File: src/rtl/uart_pkg.sv
// Shared UART types and defaults: transmit scheduler
// state encoding, default gap/timeout, counter width helper.
package uart_pkg;

  typedef enum logic [2:0] {
    IDLE,
    LOAD,
    SEND,
    WAIT_DONE,
    GAP,
    FLUSH
  } tx_sched_state_t;

  localparam int TX_GAP_CYCLES_DEF = 16;
  localparam int TX_TIMEOUT_DEF    = 1_000_000;

  // A count of 0..max needs $clog2(max+1) bits; keep at least 1.
  function automatic int cnt_w(input int max);
    return (max > 0) ? $clog2(max + 1) : 1;
  endfunction

endpackage

File: src/rtl/tx_fifo_sched_down_timer.sv
// down_timer: loadable down counter that saturates at zero.
// Ports: ckht/rst_n clock+async reset, load (cnt<=MAX), dec, cnt, zero.
module down_timer
  import uart_pkg::*;
#(
  parameter int MAX = 16,
  localparam int W  = cnt_w(MAX)
) (
  input  logic         ckht,
  input  logic         rst_n,
  input  logic         load,
  input  logic         dec,
  output logic [W-1:0] cnt,
  output logic         zero
);

  logic [W-1:0] cnt_q, cnt_d;

  always_comb begin
    cnt_d = cnt_q;
    if (load) begin
      cnt_d = W'(MAX);
    end else if (dec && (cnt_q != '0)) begin
      cnt_d = cnt_q - W'(1);
    end
  end

  always_ff @(posedge ckht or negedge rst_n) begin
    if (!rst_n) begin
      cnt_q <= '0;
    end else begin
      cnt_q <= cnt_d;
    end
  end

  assign cnt  = cnt_q;
  assign zero = (cnt_q == '0);

endmodule

File: src/rtl/tx_fifo_sched.sv
// tx_fifo_sched: pops bytes from the TX FIFO into the UART transmitter
// with an inter-byte gap, flush, completion watchdog and byte counter.
// In:  ckht, rst_n, enable, flush, fifo_empty, fifo_rd_data, tx_done_tick
// Out: fifo_rd, tx_din, tx_start, busy, tx_err, byte_cnt
module tx_fifo_sched
  import uart_pkg::*;
#(
  parameter int DATA_SIZE      = 8,
  parameter int GAP_CYCLES     = TX_GAP_CYCLES_DEF,
  parameter int TIMEOUT_CYCLES = TX_TIMEOUT_DEF,
  parameter int CNT_WIDTH      = 16
) (
  input  logic                 ckht,
  input  logic                 rst_n,
  input  logic                 enable,
  input  logic                 flush,
  input  logic                 fifo_empty,
  input  logic [DATA_SIZE-1:0] fifo_rd_data,
  output logic                 fifo_rd,
  output logic [DATA_SIZE-1:0] tx_din,
  output logic                 tx_start,
  input  logic                 tx_done_tick,
  output logic                 busy,
  output logic                 tx_err,
  output logic [CNT_WIDTH-1:0] byte_cnt
);

  localparam int GW = cnt_w(GAP_CYCLES);
  localparam int WW = cnt_w(TIMEOUT_CYCLES);

  tx_sched_state_t state_q, state_d;
  logic                 flush_pend_q, flush_pend_d;
  logic [DATA_SIZE-1:0] tx_din_q, tx_din_d;
  logic                 tx_err_q, tx_err_d;
  logic [CNT_WIDTH-1:0] byte_cnt_q, byte_cnt_d;

  logic [GW-1:0] gap_cnt;
  logic [WW-1:0] wd_cnt;
  logic gap_zero, wd_zero;
  logic gap_load, wd_load;
  logic gap_exp, wd_exp;

  assign gap_load = (state_q == WAIT_DONE) && tx_done_tick
                  && (GAP_CYCLES != 0);
  assign wd_load  = (state_q == SEND);

  down_timer #(.MAX(GAP_CYCLES)) u_gap (
    .ckht  (ckht),
    .rst_n (rst_n),
    .load  (gap_load),
    .dec   (state_q == GAP),
    .cnt   (gap_cnt),
    .zero  (gap_zero)
  );

  down_timer #(.MAX(TIMEOUT_CYCLES)) u_wd (
    .ckht  (ckht),
    .rst_n (rst_n),
    .load  (wd_load),
    .dec   (state_q == WAIT_DONE),
    .cnt   (wd_cnt),
    .zero  (wd_zero)
  );

  // Leave on the count-1 cycle so the dwell is exactly the loaded
  // value; zero is only a guard against ever stalling.
  assign gap_exp = (gap_cnt == GW'(1)) || gap_zero;
  assign wd_exp  = (wd_cnt == WW'(1)) || wd_zero;

  always_comb begin
    state_d      = state_q;
    flush_pend_d = flush_pend_q | flush;
    tx_din_d     = tx_din_q;
    tx_err_d     = tx_err_q;
    byte_cnt_d   = byte_cnt_q;
    fifo_rd      = 1'b0;
    tx_start     = 1'b0;
    unique case (state_q)
      IDLE: begin
        if (flush_pend_q || flush) begin
          state_d      = FLUSH;
          flush_pend_d = 1'b0;
        end else if (enable && !fifo_empty) begin
          state_d = LOAD;
        end
      end
      LOAD: begin
        fifo_rd  = 1'b1;
        tx_din_d = fifo_rd_data;
        state_d  = SEND;
      end
      SEND: begin
        tx_start = 1'b1;
        state_d  = WAIT_DONE;
      end
      WAIT_DONE: begin
        if (tx_done_tick) begin
          byte_cnt_d = byte_cnt_q + CNT_WIDTH'(1);
          state_d    = (GAP_CYCLES == 0) ? IDLE : GAP;
        end else if (wd_exp) begin
          tx_err_d = 1'b1;
          state_d  = IDLE;
        end
      end
      GAP: begin
        if (gap_exp) begin
          state_d = IDLE;
        end
      end
      FLUSH: begin
        fifo_rd = ~fifo_empty;
        if (fifo_empty) begin
          state_d = IDLE;
        end
      end
      default: state_d = IDLE;
    endcase
  end

  always_ff @(posedge ckht or negedge rst_n) begin
    if (!rst_n) begin
      state_q      <= IDLE;
      flush_pend_q <= 1'b0;
      tx_din_q     <= '0;
      tx_err_q     <= 1'b0;
      byte_cnt_q   <= '0;
    end else begin
      state_q      <= state_d;
      flush_pend_q <= flush_pend_d;
      tx_din_q     <= tx_din_d;
      tx_err_q     <= tx_err_d;
      byte_cnt_q   <= byte_cnt_d;
    end
  end

  assign tx_din   = tx_din_q;
  assign busy     = (state_q != IDLE);
  assign tx_err   = tx_err_q;
  assign byte_cnt = byte_cnt_q;

endmodule

File: config.mk
export PLATFORM = sky130hd
export DESIGN_NAME = tx_fifo_sched
export DESIGN_NICKNAME = d
export VERILOG_FILES = /design/src/rtl/uart_pkg.sv /design/src/rtl/tx_fifo_sched_down_timer.sv /design/src/rtl/tx_fifo_sched.sv
export SDC_FILE = /design/constraint.sdc
export NUM_CORES = 1
export LEC_CHECK = 0
export BUFFER_PORTS_ARGS = -buffer_cell sky130_fd_sc_hd__buf_2
export CAP_MARGIN = 30
export CORE_MARGIN = 3
export CORE_UTILIZATION = 35
export DETAILED_ROUTE_END_ITERATION = 16
export PLACE_DENSITY = 0.64
export SETUP_SLACK_MARGIN = 0.4
export SLEW_MARGIN = 20
export SYNTH_ARGS = -nofsm -noshare
export SYNTH_HDL_FRONTEND = slang
export SYNTH_SLANG_ARGS = --single-unit
File: constraint.sdc
create_clock -name ckht -period 2.1 [get_ports ckht]
set_input_delay 0.105 -clock ckht [delete_from_list [all_inputs] [get_ports ckht]]
set_output_delay 0.105 -clock ckht [all_outputs]
set_load 0.02 [all_outputs]
# Yosys cells after proc, flatten, opt, wreduce, memory -nomap -nowiden
# Index checks and enable logic that the tools add are counted.
# word_totals
mem_bits_ro,0
ram_bits,0
reg_bits,54
output_inout_bits,28
memories,0
inputBits,14
latchBits,0
# classes
n_div,0
n_shift,0
bitwise,3
multipliers,0
n_lt_le_gt_ge,0
eq_ne,11
add_sub_neg,3
mux,15
reduce_logical,19
# op_table
op,count
20-bit two-way mux,2
20-bit by 1-bit equality test with 1-bit output (second input constant),1
20-bit zero test,1
20-bit nonzero test,1
20-bit by 1-bit subtractor with 20-bit output (second input constant),1
3-bit two-way mux,6
3-bit one-hot mux with 6 select lines,1
16-bit by 1-bit adder with 16-bit output (second input constant),1
5-bit two-way mux,2
3-bit by 2-bit equality test with 1-bit output (second input constant),2
3-bit equality test (second input constant),2
3-bit != test (second input constant),2
5-bit by 1-bit equality test with 1-bit output (second input constant),1
5-bit zero test,1
5-bit nonzero test,1
5-bit by 1-bit subtractor with 5-bit output (second input constant),1
1-bit logical AND,4
2-bit != test (second input constant),2
4-bit AND reduction,1
2-bit nonzero test,2
3-bit by 1-bit equality test with 1-bit output (second input constant),1
3-bit zero test,1
1-bit logical OR,3
1-bit two-way mux,3
7 further kinds,8

# Depth between registers and ports, before layout
# Gate-level depths: netlist of run 1.
# logic_depth
word_depth,5
ltp_mapped,7
mapped_depth_nobuf,7

# Cells and area by module
# From an unflattened synthesis of run 1, not the netlist that was laid out.
# hier_totals
hier_cells,279
hier_area_um2,2897.8
# modules_own_cells
module,area_per_inst_um2,n_inst,cells_per_inst
tx_fifo_sched,1380.1,1,120
down_timer at u_wd,1260.0,1,132
down_timer at u_gap,257.7,1,27

# Worst setup path after synthesis of run 1
# No wires, ideal clock.
# synth_timing
path_type,register to register
from,"reg u_wd.cnt_q[4], in the netlist u_wd.cnt[4]"
to,"reg u_wd.cnt_q[19], in the netlist u_wd.cnt[19]"
arrival_ns,1.926
setup_slack_ns,0.040
path_buffers,2
path_stages_with_launch,8
t_required_ns,1.966
path_cell_list,dfrtp_1 -> or4_1 -> buf_2 -> or3_1 -> buf_6 -> o2111ai_1 -> xor2_1 -> nand2_1
# synth_between
elab_chain_len,3
word_cells_on_any_way,6
classes_between,1 x add/sub; 2 x mux; 3 x reduce/logical
# synth_lines
item,line,source
"start, declared",tx_fifo_sched_down_timer.sv:17,"logic [W-1:0] cnt_q, cnt_d;"
"start signal, assigned",tx_fifo_sched_down_timer.sv:32,cnt_q <= cnt_d;
20-bit by 1-bit subtractor with 20-bit output or 20-bit nonzero test (tied branches),"tx_fifo_sched_down_timer.sv:24, tx_fifo_sched_down_timer.sv:23",
20-bit two-way mux or 1-bit logical AND (tied branches),tx_fifo_sched_down_timer.sv:23,end else if (dec && (cnt_q != '0)) begin
20-bit two-way mux or 2-bit nonzero test (tied branches),n/a,
# Several ways; a longest one is shown, not always the timed one. The select of a mux whose other input is x is not followed.
# A chain may end at the register's enable or synchronous reset.

# Worst setup path after layout of run 1
# layout_timing
from,"reg u_wd.cnt_q[5], in the netlist u_wd.cnt[5]"
to,"reg u_wd.cnt_q[5], in the netlist u_wd.cnt[5]"
# Same word-level chain as after synthesis.

==> results of run 1 <==
==> per-layer routing <==
metal | GRT usage | up-vias | part of all wire
li1 | - | 1055 | -
met1 | 0.190 | 1079 | 0.47
met2 | 0.231 | 57 | 0.48
met3 | 0.0265 | 5 | 0.042
met4 | 0.0366 | 0 | 0.0072
met5 | 0 | - | 0
==> per-stage QoR <==
stage	setup TNS [ns]	instances
6_report	0	430
5_1_grt	-0.110	430
3_3_place_gp	0	409
4_1_cts	0	423
2_1_floorplan	0	257
3_5_place_dp	0	409
==> critical path, stage by stage, from the launching register on <==
cell and delay [ns]:
dfrtp_1 0.40, or4_4 0.55, or3_4 0.40, buf_6 0.14
o211ai_2 0.17, or3_1 0.15, mux2i_1 0.17
==> flip-flops by register name (all words and copies together) (netlist names) <==
signal / count
tx_din: 8
u_gap.cnt: 5
u_wd.cnt: 20
byte_cnt: 16
tx_err: 1
state_q: 3
flush_pend_q: 1
==> kinds of logic (layout without fill, tap and decap cells) <==
logic type      Yosys count  after routing
buf+inv                  21             95
fa+ha+maj                 7              7
mux                      12             12
flops                    54             54
xor+xnor                 25             25
compound gates           40             40
simple gates             98             98
==> layout by cell type (no fill, tap or decap), types with 8 or more instances in the layout <==
cell / instances
buf_2: 41
buf_4: 27
dfrtp_1: 51
inv_1: 8
mux2_2: 9
nand2_1: 19
nand4_1: 9
nor2_1: 24
nor3_1: 9
xnor2_1: 13
xor2_1: 12
==> power breakdown <==
part	switching [mW]	internal [mW]	leakage [nW]
logic	0.974	0.811	0.854
clock network	0.365	0.272	0.0478
registers	0.274	1.33	0.670
total	1.61	2.41	1.57
==> layout make-up <==
cell class	count	share of cell area
Multi-Input combinational cell	182	0.392
Sequential cell	54	0.387
Timing Repair Buffer	76	0.145
Tap cell	99	0.0354
Clock buffer	6	0.0236
Inverter	11	0.0118
Clock inverter	2	0.00465
==> how the worst max path moves through the flow <==
stage	start	end	slack (ns)	cells after the start
detailed placement	u_wd.cnt[4]$_DFFE_PN0P_	u_wd.cnt[9]$_DFFE_PN0P_	0.05	6
CTS	u_wd.cnt[4]$_DFFE_PN0P_	u_wd.cnt[9]$_DFFE_PN0P_	0.06	6
global route	u_wd.cnt[5]$_DFFE_PN0P_	u_wd.cnt[9]$_DFFE_PN0P_	-0.04	6
global placement	u_wd.cnt[4]$_DFFE_PN0P_	u_wd.cnt[5]$_DFFE_PN0P_	0.1	6
floorplan	u_wd.cnt[4]$_DFFE_PN0P_	u_wd.cnt[5]$_DFFE_PN0P_	0.05	7
finish	u_wd.cnt[5]$_DFFE_PN0P_	u_wd.cnt[5]$_DFFE_PN0P_	0.07	6
==> timing repair <==
action                                  in CTS  in global routing
setup buffers                                5                  7
hold endpoints to repair                    54                  0
pin swaps                                   11                 16
hold buffers                                 1                  0
endpoints found under the setup margin      34                 35
resized for setup                           14                 22
==> flow_summary.json, run 1 <==
{
  "setup_viol": 0,
  "cp-start-kind": "flip-flop",
  "start_util": 0.365,
  "fin_util": 0.477,
  "power_density_nw_per_um2": 1150,
  "synth_area_leader_cell": "dfrtp_1",
  "p_leak_nw": 1.57,
  "drv_slew": 0,
  "synthXorXnorAreaFrac": 0.0819,
  "cp-end-kind": "flip-flop",
  "tightest_slew_ns": 0.422,
  "grt_pass1_wl_um": 10000,
  "io_buffers": 41,
  "yosys_most_used_dff": "dfrtp_1",
  "fp-row-count": 31,
  "drtIter0Drc": 90,
  "yosysMostFrequentCell": "dfrtp_1",
  "postPlaceCellArea_um2": 3150,
  "n_fill_cell": 669,
  "syn_area_um2": 2670,
  "gr-usage-all-layers": 0.141,
  "holdPathEnd": "tx_din[2]$_DFFE_PN0P_",
  "clk_latency_ns": 0.31,
  "crit_fanout": 3,
  "status": "complete, no violations",
  "synth.avg_cell_area_um2": 10.4,
  "fmaxAchievable_ghz": 0.493,
  "nets": 351,
  "cts-htree-levels": 2,
  "maxCapViolations": 0,
  "ir_drop_v": 0.000492,
  "synthArstFlopShare": 1.00,
  "whs_path_depth": 2,
  "rr_endpoint": "u_wd.cnt[5]$_DFFE_PN0P_",
  "arrival_ns": 2.27,
  "root_buffer": "clkbuf_8",
  "synthTopCellsByCount": "dfrtp_1, nor2_1, nand2_1",
  "yosys_warnings": 0,
  "antenna_found_initial": 0,
  "dr_total_vias": 2196,
  "grt_overflow": 0,
  "synth-simple-area-share": 0.186,
  "synthAdderAreaFrac": 0.0328,
  "area_delta_synth_final_pct": 30.8,
  "worst-setup-path-type": "reg -> reg",
  "seq_area_frac_synth": 0.505,
  "path_clk_slew_ns": 0.10,
  "netlist_instances": 257,
  "r2r_start": "u_wd.cnt[5]$_DFFE_PN0P_",
  "grt_max_degree": 31,
  "rsz0062_at_grt": "yes",
  "avgViaCountPerCell": 5.11,
  "synth_top_family_by_area": "simple AND/OR/NAND/NOR gates",
  "reg2reg_setup_slack_ns": 0.07,
  "synthMuxAreaShare": 0.0491,
  "io_pins": 42,
  "synth_edf_count": 0,
  "fin_skew_ns": 0.0104,
  "cts.sinks": 54,
  "power.total_mw": 4.03,
  "die_w_um": 93.4,
  "max-slew-margin-rel": 0.718,
  "synth-compound-area-share": 0.112,
  "cts_buffers": 5,
  "timing.hold.ws_ns": 0.0144,
  "grt_pass1_vias": 2124,
  "hp-class": "in -> reg",
  "hold_viol_final": 0,
  "finalInstanceArea_um2": 3500,
  "avgRoutedWirePerCell_um": 14.2,
  "drc_errors": 0,
  "dp_hpwl_um": 4290,
  "syn-num-nets": 278,
  "synth-seq-cells": 54,
  "num_antenna_cells": 0,
  "timing.final.ws_setup_ns": 0.0736,
  "netlist_top_cells_area": "dfrtp_1, xnor2_1, nor2_1",
  "drive_gt1_frac": 0.366,
  "firstDrtPassIters": 4,
  "antenna_left": 0,
  "min_period_over_period": 0.965,
  "place_ws_ns": 0.0504,
  "cts_tree": "built",
  "multiInputGateArea_um2": 1370,
  "core_area_um2": 7330,
  "die_height_um": 93.4,
  "wl_um": 6100,
  "ys_types": 45,
  "required_ns": 2.34,
  "worstRegToRegCells": 6,
  "synth_top_area_share": 0.505,
  "final-seq-area_um2": 1360,
  "die_area_um2": 8720,
  "cts_buffer_depth": 2,
  "place_congestion": 0.831,
  "period_needed_ns": 2.03,
  "worstHoldStart": "fifo_rd_data[2]"
}
Note: power is estimated with default switching activity, not from simulation.
==> inputs of run 2 (changes only) <==
Settings changed: PLACE_DENSITY 0.64 to 0.62.
Clock period 2.1 ns to 2.31 ns, I/O delays scaled along.
==> flow_summary.json, run 2 (synthesis results as in run 1) <==
{
  "status": "complete, no violations",
  "final_common_cell": "dfrtp_1",
  "drive_gt1_frac": 0.304,
  "internal_power_mw": 1.99,
  "core_area_um2": 7330,
  "clk_latency_ns": 0.32,
  "cp-start-kind": "flip-flop",
  "die_w_um": 93.4,
  "combPwrFrac": 0.397,
  "tightest_slew_ns": 0.422,
  "postPlaceCellArea_um2": 3050,
  "cts_tree": "built",
  "die_height_um": 93.4,
  "ir_drop_v": 0.000414,
  "cp-end-kind": "flip-flop",
  "fin_util": 0.448,
  "swShare": 0.409,
  "area_delta_synth_final_pct": 22.8,
  "dp_hpwl_um": 4030,
  "grt_pass1_vias": 2057,
  "firstDrtPassIters": 4,
  "n_fill_cell": 709,
  "pwr-share-clk": 0.169,
  "setup_viol": 0,
  "required_ns": 2.52,
  "finalInstanceArea_um2": 3280,
  "nets": 336,
  "maxCapViolations": 0,
  "antenna_found_initial": 0,
  "crit_fanout": 8,
  "timing.hold.ws_ns": 0.0136,
  "die_area_um2": 8720,
  "arrival_ns": 2.23,
  "place_congestion": 0.790,
  "num_antenna_cells": 0,
  "avgRoutedWirePerCell_um": 13.8,
  "avgViaCountPerCell": 4.99,
  "wl_um": 5720,
  "root_buffer": "clkbuf_8",
  "drtIter0Drc": 79,
  "drc_errors": 0,
  "max-slew-margin-rel": 0.718,
  "cts.sinks": 54,
  "period_needed_ns": 2.02,
  "fmaxAchievable_ghz": 0.495,
  "cts_buffer_depth": 2,
  "start_util": 0.365,
  "largest_reg_flops": 20,
  "final_cell_mix": "dfrtp_1, buf_2, nor2_1",
  "cts_buffers": 5,
  "min_period_over_period": 0.875,
  "grt_pass1_wl_um": 9720,
  "p_seq_frac": 0.434,
  "power.switching_mw": 1.37,
  "antenna_left": 0,
  "grt_max_degree": 23,
  "io_buffers": 41,
  "path_clk_slew_ns": 0.11,
  "p_leak_nw": 1.48,
  "cts-htree-levels": 2,
  "rsz0062_at_grt": "yes",
  "grt_overflow": 0,
  "top_register": "u_wd.cnt",
  "worst-setup-path-type": "reg -> reg",
  "dp.cells": 399,
  "io_pins": 42,
  "dr_total_vias": 2070,
  "fp-row-count": 31,
  "gr-usage-all-layers": 0.138,
  "power_density_nw_per_um2": 1020,
  "hold_viol_final": 0,
  "hp-class": "in -> reg",
  "drv_slew": 0,
  "setup_tns_ns": 0,
  "fin_skew_ns": 0.0134,
  "instances_no_fill": 415
}
run 2: cell count changes in the layout (fill, tap and decap cells not counted), sizes merged:
cell and change:
or3 +1, clkinv +3, buf -16, clkinvlp -1, inv -1, clkbuf -1
run 2: worst paths after layout:
path / start / end / slack, ns / depth (start not counted)
setup / recovery: u_wd.cnt[4]$_DFFE_PN0P_ / u_wd.cnt[3]$_DFFE_PN0P_ / 0.29 / 5
min in group asynchronous: rst_n / byte_cnt[7]$_DFFE_PN0P_ / 0.21 / 2
max in group asynchronous: rst_n / u_wd.cnt[11]$_DFFE_PN0P_ / 1.49 / 3
setup reg to reg: u_wd.cnt[4]$_DFFE_PN0P_ / u_wd.cnt[3]$_DFFE_PN0P_ / 0.29 / 5
hold / removal: fifo_rd_data[4] / tx_din[4]$_DFFE_PN0P_ / 0.01 / 2
hold reg to reg: tx_err$_DFFE_PN0P_ / tx_err$_DFFE_PN0P_ / 0.46 / 1
run 2: final cells by class:
class | count | area [um2] | share of cell area
repair buffers | 60 | 350 | 0.107
clock inverters | 3 | 28.8 | 0.00876
inverters | 11 | 41.3 | 0.0126
multi-input cells | 183 | 1320 | 0.402
clock buffers | 5 | 68.8 | 0.0210
flip-flops and latches | 54 | 1350 | 0.411
well taps | 99 | 124 | 0.0377
run 2: timing repair:
item	in CTS	in global routing
gates cloned	1	0
setup endpoints to repair	18	21
resized for setup	4	13
pin swaps	11	8
buffers inserted	2	4
endpoints found under the hold margin	13	0
hold buffers	1	0
run 2: through the flow:
stage	setup slack, ns	total power, mW
2_1_floorplan	0.258	2.31
3_3_place_gp	0.0945	2.66
4_1_cts	0.265	3.34
5_1_grt	0.230	3.62
6_report	0.290	3.36
3_5_place_dp	0.0202	2.70
run 2: routing by layer:
layer,up-vias,part of all wire,global-route usage
met1,987,0.48,0.183
met4,0,0.0084,0.0330
met5,-,0,0
met2,43,0.46,0.222
li1,1035,-,-
met3,5,0.051,0.0394
run 2: power groups by stage:
stage               Sequential (mW)  Combinational (mW)  Clock (mW)
floorplan                      1.51               0.800           0
global placement               1.46                1.20           0
detailed placement             1.47                1.23           0
CTS                            1.45                1.29       0.598
global route                   1.50                1.48       0.636
finish                         1.46                1.33       0.569
run 2: critical path: stages, from the launching register on:
cell	delay, ns
dfrtp_1	0.41
or4_4	0.59
or3_4	0.45
o21ai_4	0.27
o311ai_1	0.13
o41ai_1	0.07
==> inputs of run 3 (changes only) <==
Clock period 2.31 ns to 2.2 ns, I/O delays scaled along.
==> flow_summary.json, run 3 (synthesis results as in run 1) <==
{
  "hp-class": "in -> reg",
  "grt_pass1_vias": 2164,
  "drive_gt1_frac": 0.354,
  "crit_chain": "or4_4 -> or3_4 -> o211ai_1 -> xor2_1 -> nand2_1",
  "ir_drop_v": 0.000434,
  "tightest_slew_ns": 0.559,
  "root_buffer": "clkbuf_8",
  "setup_viol": 0,
  "final_cell_mix": "dfrtp_1, buf_2, nor2_1",
  "crit_fanout": 5,
  "drc_errors": 0,
  "min_period_over_period": 0.903,
  "rsz0062_at_grt": "yes",
  "antenna_left": 0,
  "core_area_um2": 7330,
  "period_needed_ns": 1.99,
  "die_height_um": 93.4,
  "critPathSlowestCell": "or4_4",
  "clk_latency_ns": 0.32,
  "largest_reg_flops": 20,
  "avgViaCountPerCell": 5.13,
  "place_congestion": 0.775,
  "top_register": "u_wd.cnt",
  "grt_overflow": 0,
  "fp-row-count": 31,
  "cts.sinks": 54,
  "drv_slew": 0,
  "avgRoutedWirePerCell_um": 14.6,
  "final_common_cell": "dfrtp_1",
  "required_ns": 2.41,
  "grt_pass1_wl_um": 10100,
  "worst-setup-path-type": "reg -> reg",
  "cts_buffers": 5,
  "n_fill_cell": 706,
  "area_delta_synth_final_pct": 28.4,
  "nets": 339,
  "arrival_ns": 2.19,
  "status": "complete, no violations",
  "power.total_mw": 3.82,
  "dr_total_vias": 2143,
  "die_w_um": 93.4,
  "wl_um": 6120,
  "fin_skew_ns": 0.0130,
  "cp-end-kind": "flip-flop",
  "drtIter0Drc": 100,
  "num_antenna_cells": 0,
  "gr-usage-all-layers": 0.144,
  "start_util": 0.365,
  "io_pins": 42,
  "cpPeakStageDelay_ns": 0.57,
  "die_area_um2": 8720,
  "maxCapViolations": 0,
  "fin_util": 0.468,
  "dp_hpwl_um": 4210,
  "power_density_nw_per_um2": 1110,
  "path_clk_slew_ns": 0.11,
  "cts-htree-levels": 2,
  "cp-start-kind": "flip-flop",
  "hold_viol_final": 0,
  "cts_buffer_depth": 2,
  "max-slew-margin-rel": 0.627,
  "grt_max_degree": 25,
  "firstDrtPassIters": 4,
  "cts_tree": "built",
  "setup_tns_ns": 0,
  "fmaxAchievable_ghz": 0.503,
  "p_leak_nw": 1.52,
  "io_buffers": 41,
  "antenna_found_initial": 0
}
## run 3: area by class of cell
cell class              count  area [um2]  share of cell area
repair buffers             63         390               0.114
clock inverters             3        47.5              0.0138
flip-flops and latches     54        1350               0.394
clock buffers               5        68.8              0.0200
well taps                  99         124              0.0361
inverters                  11        45.0              0.0131
multi-input cells         183        1400               0.409
## run 3: final timing paths
path,from,end,slack [ns],cells past startpoint
setup / recovery,u_wd.cnt[4]$_DFFE_PN0P_,u_wd.cnt[9]$_DFFE_PN0P_,0.21,5
hold / removal,fifo_rd_data[2],tx_din[2]$_DFFE_PN0P_,0.01,2
setup reg to reg,u_wd.cnt[4]$_DFFE_PN0P_,u_wd.cnt[9]$_DFFE_PN0P_,0.21,5
hold reg to reg,byte_cnt[15]$_DFFE_PN0P_,byte_cnt[15]$_DFFE_PN0P_,0.48,1
max in group asynchronous,rst_n,u_wd.cnt[3]$_DFFE_PN0P_,1.24,3
min in group asynchronous,rst_n,byte_cnt[4]$_DFFE_PN0P_,0.31,2
## run 3: power by group
group          switching [mW]  leakage [nW]  total, mW  internal, mW
sequential              0.261         0.671       1.53          1.27
combinational           0.911         0.789       1.59         0.682
clock                   0.351        0.0591      0.698         0.348
## run 3: stage by stage
step | std cells | instance area [um2] | hold slack, ns | setup WS (ns)
after CTS | 414 | 3310 | 0.00389 | 0.220
after global placement | 399 | 3060 | 0.135 | 0.114
after floorplan | 257 | 2690 | -0.186 | 0.148
after global routing | 418 | 3430 | 0.00113 | 0.117
final | 418 | 3430 | 0.0117 | 0.213
after detailed placement | 399 | 3060 | 0.128 | 0.0551
## run 3: critical path: cells and delay by family, from the launching register on
family	cells	cell delay [ns]
xor gates and xnor gates	1	0.17
AOI/OAI and AO/OA	1	0.22
DFF	1	0.40
and+or+nand+nor	3	1.09
## run 3: metal layers
layer / track usage / up-vias / part of all wire
li1: - / 1036 / -
met1: 0.187 / 1064 / 0.45
met5: 0 / - / 0
met3: 0.0378 / 4 / 0.042
met2: 0.244 / 39 / 0.51
met4: 0.0232 / 0 / 0.0049
## run 3: what timing repair did
| action | in CTS | in global routing |
|---|---|---|
| hold endpoints to repair | 22 | 1 |
| cloned | 1 | 0 |
| pin swaps | 17 | 9 |
| endpoints found under the setup margin | 24 | 33 |
| hold buffers | 1 | 1 |
| buffers inserted | 5 | 3 |
| gates resized for setup | 20 | 21 |
